**src/rtl/pipe_hazard_ctrl.sv**
```systemverilog
// Stall/flush sequencer for the 5-stage MIPS pipeline: load-use, data-memory wait, MULT/DIV occupancy, branch squash.
// Optional HAZARD_PERF_EN adds saturating load-use and memory-wait cycle counters.
module pipe_hazard_ctrl #(
    parameter int MD_LAT      = 32,
    parameter int MEM_TIMEOUT = 15
) (
    input  logic       clk,
    input  logic       rst,
    input  logic [5:0] fd_opcode,
    input  logic [5:0] fd_funct,
    input  logic [4:0] fd_rs,
    input  logic [4:0] fd_rt,
    input  logic [5:0] dx_opcode,
    input  logic [5:0] dx_funct,
    input  logic [4:0] dx_rt,
    input  logic [5:0] xm_opcode,
    input  logic [4:0] xm_rt,
    input  logic       redirect,
    input  logic       dmem_ack,
    output logic       dmem_req,
    output logic       pc_en,
    output logic       fd_en,
    output logic       dx_en,
    output logic       xm_en,
    output logic       mw_en,
    output logic       dx_bubble,
    output logic       xm_bubble,
    output logic       mw_bubble,
    output logic       fd_flush,
    output logic       md_busy,
    output logic       mem_err,
    output logic [2:0] stall_cause
`ifdef HAZARD_PERF_EN
    ,
    output logic [15:0] perf_lu_cnt,
    output logic [15:0] perf_mem_cnt
`endif
);

    localparam int MD_W = $clog2(MD_LAT) + 1;
    localparam logic [MD_W-1:0] MD_LOAD = MD_W'(MD_LAT - 1);
    localparam logic [4:0] TIMEOUT_W = 5'(MEM_TIMEOUT);

    typedef enum logic [1:0] {RUN, MEM_WAIT, ERR} state_e;

    state_e          state_q, state_d;
    logic [3:0]      wait_cnt_q, wait_cnt_d;
    logic [MD_W-1:0] md_cnt_q, md_cnt_d;
    logic            mem_err_q, mem_err_d;
    logic [4:0]      wait_inc;

    logic ld_dx, ld_xm, ldst_xm, md_dx, mfhilo_fd;
    logic fd_rtype, fd_jr, fd_br, fd_jump;
    logic lu, mh_dx, mh_fd, mem_stall, busy;

    logic       pc_en_c, fd_en_c, dx_en_c, xm_en_c, mw_en_c;
    logic       dx_bubble_c, xm_bubble_c, mw_bubble_c, dmem_req_c;
    logic [2:0] cause_c;

    assign ld_dx     = (dx_opcode ==? 6'b100???);
    assign ld_xm     = (xm_opcode ==? 6'b100???);
    assign ldst_xm   = xm_opcode[5];
    assign md_dx     = (dx_opcode == 6'd0) && (dx_funct ==? 6'b0110??);
    assign mfhilo_fd = (fd_opcode == 6'd0) && ((fd_funct == 6'b010000) || (fd_funct == 6'b010010));
    assign fd_rtype  = (fd_opcode == 6'd0);
    assign fd_jr     = fd_rtype && (fd_funct == 6'b001000);
    assign fd_br     = (fd_opcode == 6'd4) || (fd_opcode == 6'd5);
    assign fd_jump   = (fd_opcode == 6'd2) || (fd_opcode == 6'd3);
    assign busy      = (md_cnt_q != '0);

    always_comb begin
        lu = 1'b0;
        if (ld_dx && (dx_rt != 5'd0)) begin
            if ((dx_rt == fd_rs) && !fd_jump)
                lu = 1'b1;
            if ((dx_rt == fd_rt) && ((fd_rtype && !fd_jr) || fd_br))
                lu = 1'b1;
        end
        // Branches/JR resolve in decode, so a load one stage further on still hazards them.
        if (ld_xm && (xm_rt != 5'd0) && (fd_br || fd_jr)) begin
            if ((xm_rt == fd_rs) || (fd_br && (xm_rt == fd_rt)))
                lu = 1'b1;
        end
    end

    assign mh_dx     = busy && md_dx;
    assign mh_fd     = busy && mfhilo_fd;
    // An ack in MEM_WAIT releases the stall in the same cycle.
    assign mem_stall = ((state_q == MEM_WAIT) || ((state_q == RUN) && ldst_xm)) && !dmem_ack;

    always_comb begin
        pc_en_c     = 1'b1;
        fd_en_c     = 1'b1;
        dx_en_c     = 1'b1;
        xm_en_c     = 1'b1;
        mw_en_c     = 1'b1;
        dx_bubble_c = 1'b0;
        xm_bubble_c = 1'b0;
        mw_bubble_c = 1'b0;
        cause_c     = 3'd0;
        dmem_req_c  = ((state_q == RUN) && ldst_xm) || (state_q == MEM_WAIT);
        if (state_q == ERR) begin
            pc_en_c    = 1'b0;
            fd_en_c    = 1'b0;
            dx_en_c    = 1'b0;
            xm_en_c    = 1'b0;
            mw_en_c    = 1'b0;
            dmem_req_c = 1'b0;
            cause_c    = 3'd4;
        end else if (mem_stall) begin
            pc_en_c     = 1'b0;
            fd_en_c     = 1'b0;
            dx_en_c     = 1'b0;
            xm_en_c     = 1'b0;
            mw_bubble_c = 1'b1;
            cause_c     = 3'd3;
        end else if (mh_dx) begin
            pc_en_c     = 1'b0;
            fd_en_c     = 1'b0;
            dx_en_c     = 1'b0;
            xm_bubble_c = 1'b1;
            cause_c     = 3'd2;
        end else if (mh_fd || lu) begin
            pc_en_c     = 1'b0;
            fd_en_c     = 1'b0;
            dx_bubble_c = 1'b1;
            cause_c     = mh_fd ? 3'd2 : 3'd1;
        end
    end

    always_comb begin
        state_d    = state_q;
        wait_cnt_d = wait_cnt_q;
        mem_err_d  = mem_err_q;
        wait_inc   = {1'b0, wait_cnt_q} + 5'd1;
        unique case (state_q)
            RUN: begin
                if (ldst_xm && !dmem_ack) begin
                    state_d    = MEM_WAIT;
                    wait_cnt_d = 4'd1;
                end
            end
            MEM_WAIT: begin
                if (dmem_ack) begin
                    state_d    = RUN;
                    wait_cnt_d = '0;
                end else if (wait_inc >= TIMEOUT_W) begin
                    state_d   = ERR;
                    mem_err_d = 1'b1;
                end else begin
                    wait_cnt_d = wait_inc[3:0];
                end
            end
            ERR: mem_err_d = 1'b1;
            default: state_d = RUN;
        endcase

        md_cnt_d = md_cnt_q;
        if (md_dx && dx_en_c)
            md_cnt_d = MD_LOAD;
        else if (busy)
            md_cnt_d = md_cnt_q - 1'b1;
    end

    always_ff @(posedge clk or posedge rst) begin
        if (rst) begin
            state_q    <= RUN;
            wait_cnt_q <= '0;
            md_cnt_q   <= '0;
            mem_err_q  <= 1'b0;
        end else begin
            state_q    <= state_d;
            wait_cnt_q <= wait_cnt_d;
            md_cnt_q   <= md_cnt_d;
            mem_err_q  <= mem_err_d;
        end
    end

    assign pc_en       = pc_en_c & ~rst;
    assign fd_en       = fd_en_c & ~rst;
    assign dx_en       = dx_en_c & ~rst;
    assign xm_en       = xm_en_c & ~rst;
    assign mw_en       = mw_en_c & ~rst;
    assign dx_bubble   = dx_bubble_c & ~rst;
    assign xm_bubble   = xm_bubble_c & ~rst;
    assign mw_bubble   = mw_bubble_c & ~rst;
    assign dmem_req    = dmem_req_c & ~rst;
    assign fd_flush    = redirect & pc_en_c & ~rst;
    assign md_busy     = busy & ~rst;
    assign mem_err     = mem_err_q & ~rst;
    assign stall_cause = rst ? 3'd0 : cause_c;

`ifdef HAZARD_PERF_EN
    logic [15:0] perf_lu_q, perf_lu_d;
    logic [15:0] perf_mem_q, perf_mem_d;

    always_comb begin
        perf_lu_d  = perf_lu_q;
        perf_mem_d = perf_mem_q;
        if ((cause_c == 3'd1) && (perf_lu_q != '1))
            perf_lu_d = perf_lu_q + 16'd1;
        if ((cause_c == 3'd3) && (perf_mem_q != '1))
            perf_mem_d = perf_mem_q + 16'd1;
    end

    always_ff @(posedge clk or posedge rst) begin
        if (rst) begin
            perf_lu_q  <= '0;
            perf_mem_q <= '0;
        end else begin
            perf_lu_q  <= perf_lu_d;
            perf_mem_q <= perf_mem_d;
        end
    end

    assign perf_lu_cnt  = perf_lu_q;
    assign perf_mem_cnt = perf_mem_q;
`endif

endmodule

```
**config.mk**
```make
export PLATFORM = sky130hd
export DESIGN_NAME = pipe_hazard_ctrl
export DESIGN_NICKNAME = d
export VERILOG_FILES = /design/src/rtl/pipe_hazard_ctrl.sv
export SDC_FILE = /design/constraint.sdc
export NUM_CORES = 1
export LEC_CHECK = 0
export ABC_AREA = 0
export CAP_MARGIN = 20
export CORE_MARGIN = 8
export CORE_UTILIZATION = 43
export DETAILED_ROUTE_END_ITERATION = 7
export HOLD_SLACK_MARGIN = 0.08
export MAX_ROUTING_LAYER = met4
export PLACE_DENSITY = 0.94
export SETUP_SLACK_MARGIN = 0.4
export SYNTH_ARGS = -nofsm -noshare
export SYNTH_HDL_FRONTEND = slang
export SYNTH_SLANG_ARGS = --single-unit
export TNS_END_PERCENT = 100
```
**constraint.sdc**
```tcl
create_clock -name clk -period 3.2 [get_ports clk]
set_input_delay 0.48 -clock clk [delete_from_list [all_inputs] [get_ports clk]]
set_output_delay 0.48 -clock clk [all_outputs]
set_load 0.1 [all_outputs]
```
==> results.md <==
* Met2 global-route usage at 0.3663
* Residual antenna-violating net count after detailed routing at 0
* Ordered cell list for the critical path: clkdlybuf4s50_1 > xnor2_1 > nand4_1 > o22ai_1 > a221o_2 > nor4b_4 > buf_12
* Worst hold slack at 0.4752 ns
* WP depth at 7
* Max-cap violations at 0
* Final estimated routing congestion in global placement at between 0.8 and 0.9
* Number of diodes at 0
* Clock-pin transition on the worst setup and hold timing paths at 0.07 ns
* Starting density of the core at 0.4421
* Path type of the worst min-delay path: register to register
* HPWL reported at the end of detailed placement at approximately 3900 um
* Synthesis-to-layout area growth at 82.37%
* Mapped Avg Cell Area at 7.902 sq um
* Post-synthesis cell count at 168
* Detailed-router iteration count before antenna repair at 4
* RSZ-0062 raised after global routing: yes
* Aggregate routed wire length at ~5500 um
* Die X-Extent at a little over 70 um
* Core Footprint at 0.003003 sq mm
* Initial antenna violation count at 0
* Arrival time worst endpoint at around 2.4 ns
* Sw Share at 0.4367
* Post-Synthesis Cell Area at 0.001328 sq mm
* WL per Instance at slightly below 20 um
* Highest achievable clock rate at 350.6 MHz
* Grt total ovfl at 0
* Part of the cycle the worst path needs at 0.8913
* Setup clock skew after layout at approximately 0.012 ns
* Global-route wire length before repair at between 8000 and 9000 um
* Filler cell count in the final layout at roughly 170
* Worst reg-to-reg path cell count at 7
* Total Power at ~900 uW
* Drt initial violations at approximately 130
* Cts bufs inserted at 3
* Total buffers and inverters traversed by the critical path at 2
* Number of buffers between clock root and the deepest sink at 2
* Leakage component of the power at roughly 0.001 uW
* Row cnt at 20
* Share of total power in combinational logic at 0.591
* Clock sink total at 13
* Number of levels in the clock H-tree at 1
* Clock tree root driver cell: sky130_fd_sc_hd__clkbuf_4
* Switching component of the power at just under 400 uW
* Mean number of vias per cell at 5.914
* Layout cells sized above 1 at 0.3117
* Status: finished, final reports clean
* Critical-path cell with the highest stage delay: sky130_fd_sc_hd__clkdlybuf4s50_1
* Total routing resource utilization after global routing at 0.2047
* Worst EP required at about 2.7 ns
* Number of ports placed on the die boundary at 69
* Primary flip-flop cell chosen by synthesis mapping: sky130_fd_sc_hd__dfrtp_1
* Clk_lat worst skew at 0.30 ns
* Type of destination of the critical path: output pin
* Maximum VDD drop at 0.0003463 V
* DRC viols at 0
* Actual slew at the worst max-slew pin at 0.5594 ns
* Ratio of total power to cell area at approximately 370 mW/mm^2
* Fraction of power consumed by the clock network at 0.121
* Shortest period the worst path allows at roughly 2.9 ns
* Worst relative slew slack at 0.6250
* Total Nets Final at approximately 300
* Met3 routing resource usage after global routing at 0.04881
* Sequential share of power at 0.288
* Critical Path Max Stage Delay at roughly 0.5 ns
* Pin count of the biggest net entering global routing at 14
* Int Pwr at between 400 and 500 uW
* Hold depth at 1
* Proportion of register bits with asynchronous set or reset after synthesis at 1.000
* Total nets after synthesis at roughly 230
* TNS Setup at 0 ns
* Die Outline Area at approximately 0.005 sq mm
* Synthesis warning total at 0
* Total via count after detailed routing at approximately 1.7k
* Largest driver fanout on the critical path at 3
* CTS tree: built
* Count of endpoints failing setup in the final report at 0
* Largest delay contributor family on the critical path: buffers and inverters
* Port Buffers at 63
* Final WS setup at 0.3478 ns
* Critical Setup Path Class: input port to output pin
* Final core occ at 0.8063
* Count of final max-slew check failures at 0
* Number of enable flip-flop cells after synthesis at 0
* Netlist cell types at between 40 and 50
* Number of global-route vias before repair at around 1.7k
* Layer with the highest usage after global routing: met2
* DP Worst Slack at roughly 0.013 ns
* Overall die height at approximately 72 um
* CTS hold repair buffers at 0
* CP startpoint kind: input port
* Hold violation total from the final report at 0
* Sequential element share of the synthesized area at 0.2451
* Yosys reg bits at 13
* Grt met1 use at 0.2135
==> metrics by stage <==
step	cells	area [sq um]
2_1_floorplan	168	1460
4_1_cts	276	2335
3_5_place_dp	270	2258
3_3_place_gp	270	2258
6_report	280	2421
5_1_grt	280	2421
==> cell usage after synthesis (2+ instances only) <==
master	number	share of area
sky130_fd_sc_hd__xnor2_1	15	0.099
sky130_fd_sc_hd__nand3_1	6	0.023
sky130_fd_sc_hd__a31oi_1	2	0.0094
sky130_fd_sc_hd__inv_1	12	0.034
sky130_fd_sc_hd__nand2_1	7	0.020
sky130_fd_sc_hd__dfrtp_1	13	0.25
sky130_fd_sc_hd__ha_1	4	0.038
sky130_fd_sc_hd__or2_2	2	0.0094
sky130_fd_sc_hd__nor4_1	6	0.028
sky130_fd_sc_hd__nand3b_1	2	0.011
sky130_fd_sc_hd__nand4_1	2	0.0094
sky130_fd_sc_hd__xor2_1	6	0.040
sky130_fd_sc_hd__o21ai_0	4	0.015
sky130_fd_sc_hd__nor3_1	15	0.057
sky130_fd_sc_hd__clkbuf_1	2	0.0057
sky130_fd_sc_hd__nor2b_1	2	0.0094
sky130_fd_sc_hd__o211ai_1	2	0.011
sky130_fd_sc_hd__or4_4	2	0.017
sky130_fd_sc_hd__nor4bb_1	2	0.015
sky130_fd_sc_hd__a311o_1	2	0.015
sky130_fd_sc_hd__nor2_1	17	0.048
sky130_fd_sc_hd__nor4b_1	3	0.020
sky130_fd_sc_hd__a211o_1	2	0.013
sky130_fd_sc_hd__o22ai_1	4	0.019
sky130_fd_sc_hd__and2_1	3	0.014
sky130_fd_sc_hd__or3_1	4	0.019
sky130_fd_sc_hd__a21oi_1	9	0.034
==> cells in the final DEF (no fill, tap or decap), types with 4 or more instances in the layout <==
cell type / netlist / final
sky130_fd_sc_hd__nor3_1: 15 / 9
sky130_fd_sc_hd__clkdlybuf4s50_1: 0 / 29
sky130_fd_sc_hd__a21oi_1: 9 / 9
sky130_fd_sc_hd__nor3_2: 0 / 4
sky130_fd_sc_hd__dlygate4sd2_1: 0 / 4
sky130_fd_sc_hd__xnor2_1: 15 / 15
sky130_fd_sc_hd__buf_4: 1 / 20
sky130_fd_sc_hd__nand2_1: 7 / 7
sky130_fd_sc_hd__nor2_1: 17 / 13
sky130_fd_sc_hd__inv_1: 12 / 10
sky130_fd_sc_hd__o22ai_1: 4 / 4
sky130_fd_sc_hd__xor2_1: 6 / 5
sky130_fd_sc_hd__buf_12: 0 / 10
sky130_fd_sc_hd__dfrtp_1: 13 / 13
sky130_fd_sc_hd__dlymetal6s2s_1: 0 / 8
sky130_fd_sc_hd__nand3_1: 6 / 6
==> final timing paths <==
check / start / end / slack [ns]
worst min register to register: mem_err_q / mem_err_q / 0.48
worst max register to register: wait_cnt_q[0] / wait_cnt_q[3] / 1.09
worst min-delay path: mem_err_q / mem_err_q / 0.48
min in group asynchronous: rst / md_cnt_q[0] / 0.58
max in group asynchronous: rst / wait_cnt_q[3] / 2.45
worst max-delay path: xm_rt[0] / fd_flush / 0.35
==> power groups by stage <==
stage / registers, uW / logic [uW] / clock network (uW)
after floorplan: 245 / 304 / 0
after CTS: 252 / 476 / 106
after global routing: 259 / 556 / 117
after global placement: 253 / 448 / 0
after detailed placement: 257 / 458 / 0
final: 255 / 524 / 107
==> worst register-to-register path: stages (launching register included) <==
cell and delay, ns:
sky130_fd_sc_hd__dfrtp_1 0.43, sky130_fd_sc_hd__inv_1 0.12, sky130_fd_sc_hd__ha_1 0.32, sky130_fd_sc_hd__o21bai_1 0.09
sky130_fd_sc_hd__o211ai_1 0.24, sky130_fd_sc_hd__nand2_1 0.17, sky130_fd_sc_hd__or2_2 0.32, sky130_fd_sc_hd__a311o_1 0.31
==> state kept, by name (all words and copies together) (netlist names) <==
register    flops
md_cnt_q        6
mem_err_q       1
state_q         2
wait_cnt_q      4
==> cell type report <==
| type | count | area, sq um | area share |
|---|---|---|---|
| Tap cell | 33 | 41.29 | 0.01705 |
| Clock buffer | 4 | 26.28 | 0.01085 |
| Multi-Input combinational cell | 140 | 1145 | 0.4729 |
| Sequential cell | 13 | 325.3 | 0.1344 |
| Timing Repair Buffer | 78 | 834.6 | 0.3447 |
| Inverter | 12 | 48.80 | 0.02016 |
==> layer usage <==
metal,up-vias,wire [um]
li1,785,-
met1,790,2136
met2,65,2946
met3,16,316
met4,0,150
met5,-,0
==> cell families after synthesis <==
logic type,after synthesis,share of synthesized area
AO/OA/AOI/OAI,36,0.1932
XOR/XNOR,21,0.1386
adder cells (fa/ha/maj),4,0.03770
buffers and inverters,15,0.04524
flip-flops,13,0.2451
multiplexers,2,0.01602
AND/OR/NAND/NOR,77,0.3242
==> what timing repair did <==
action,CTS,global route
resized for setup,43,16
pin swaps,14,11
buffers inserted,2,4
endpoints found under the hold margin,0,0
endpoints found under the setup margin,8,7
No activity file was read; power rests on OpenSTA's default activity.
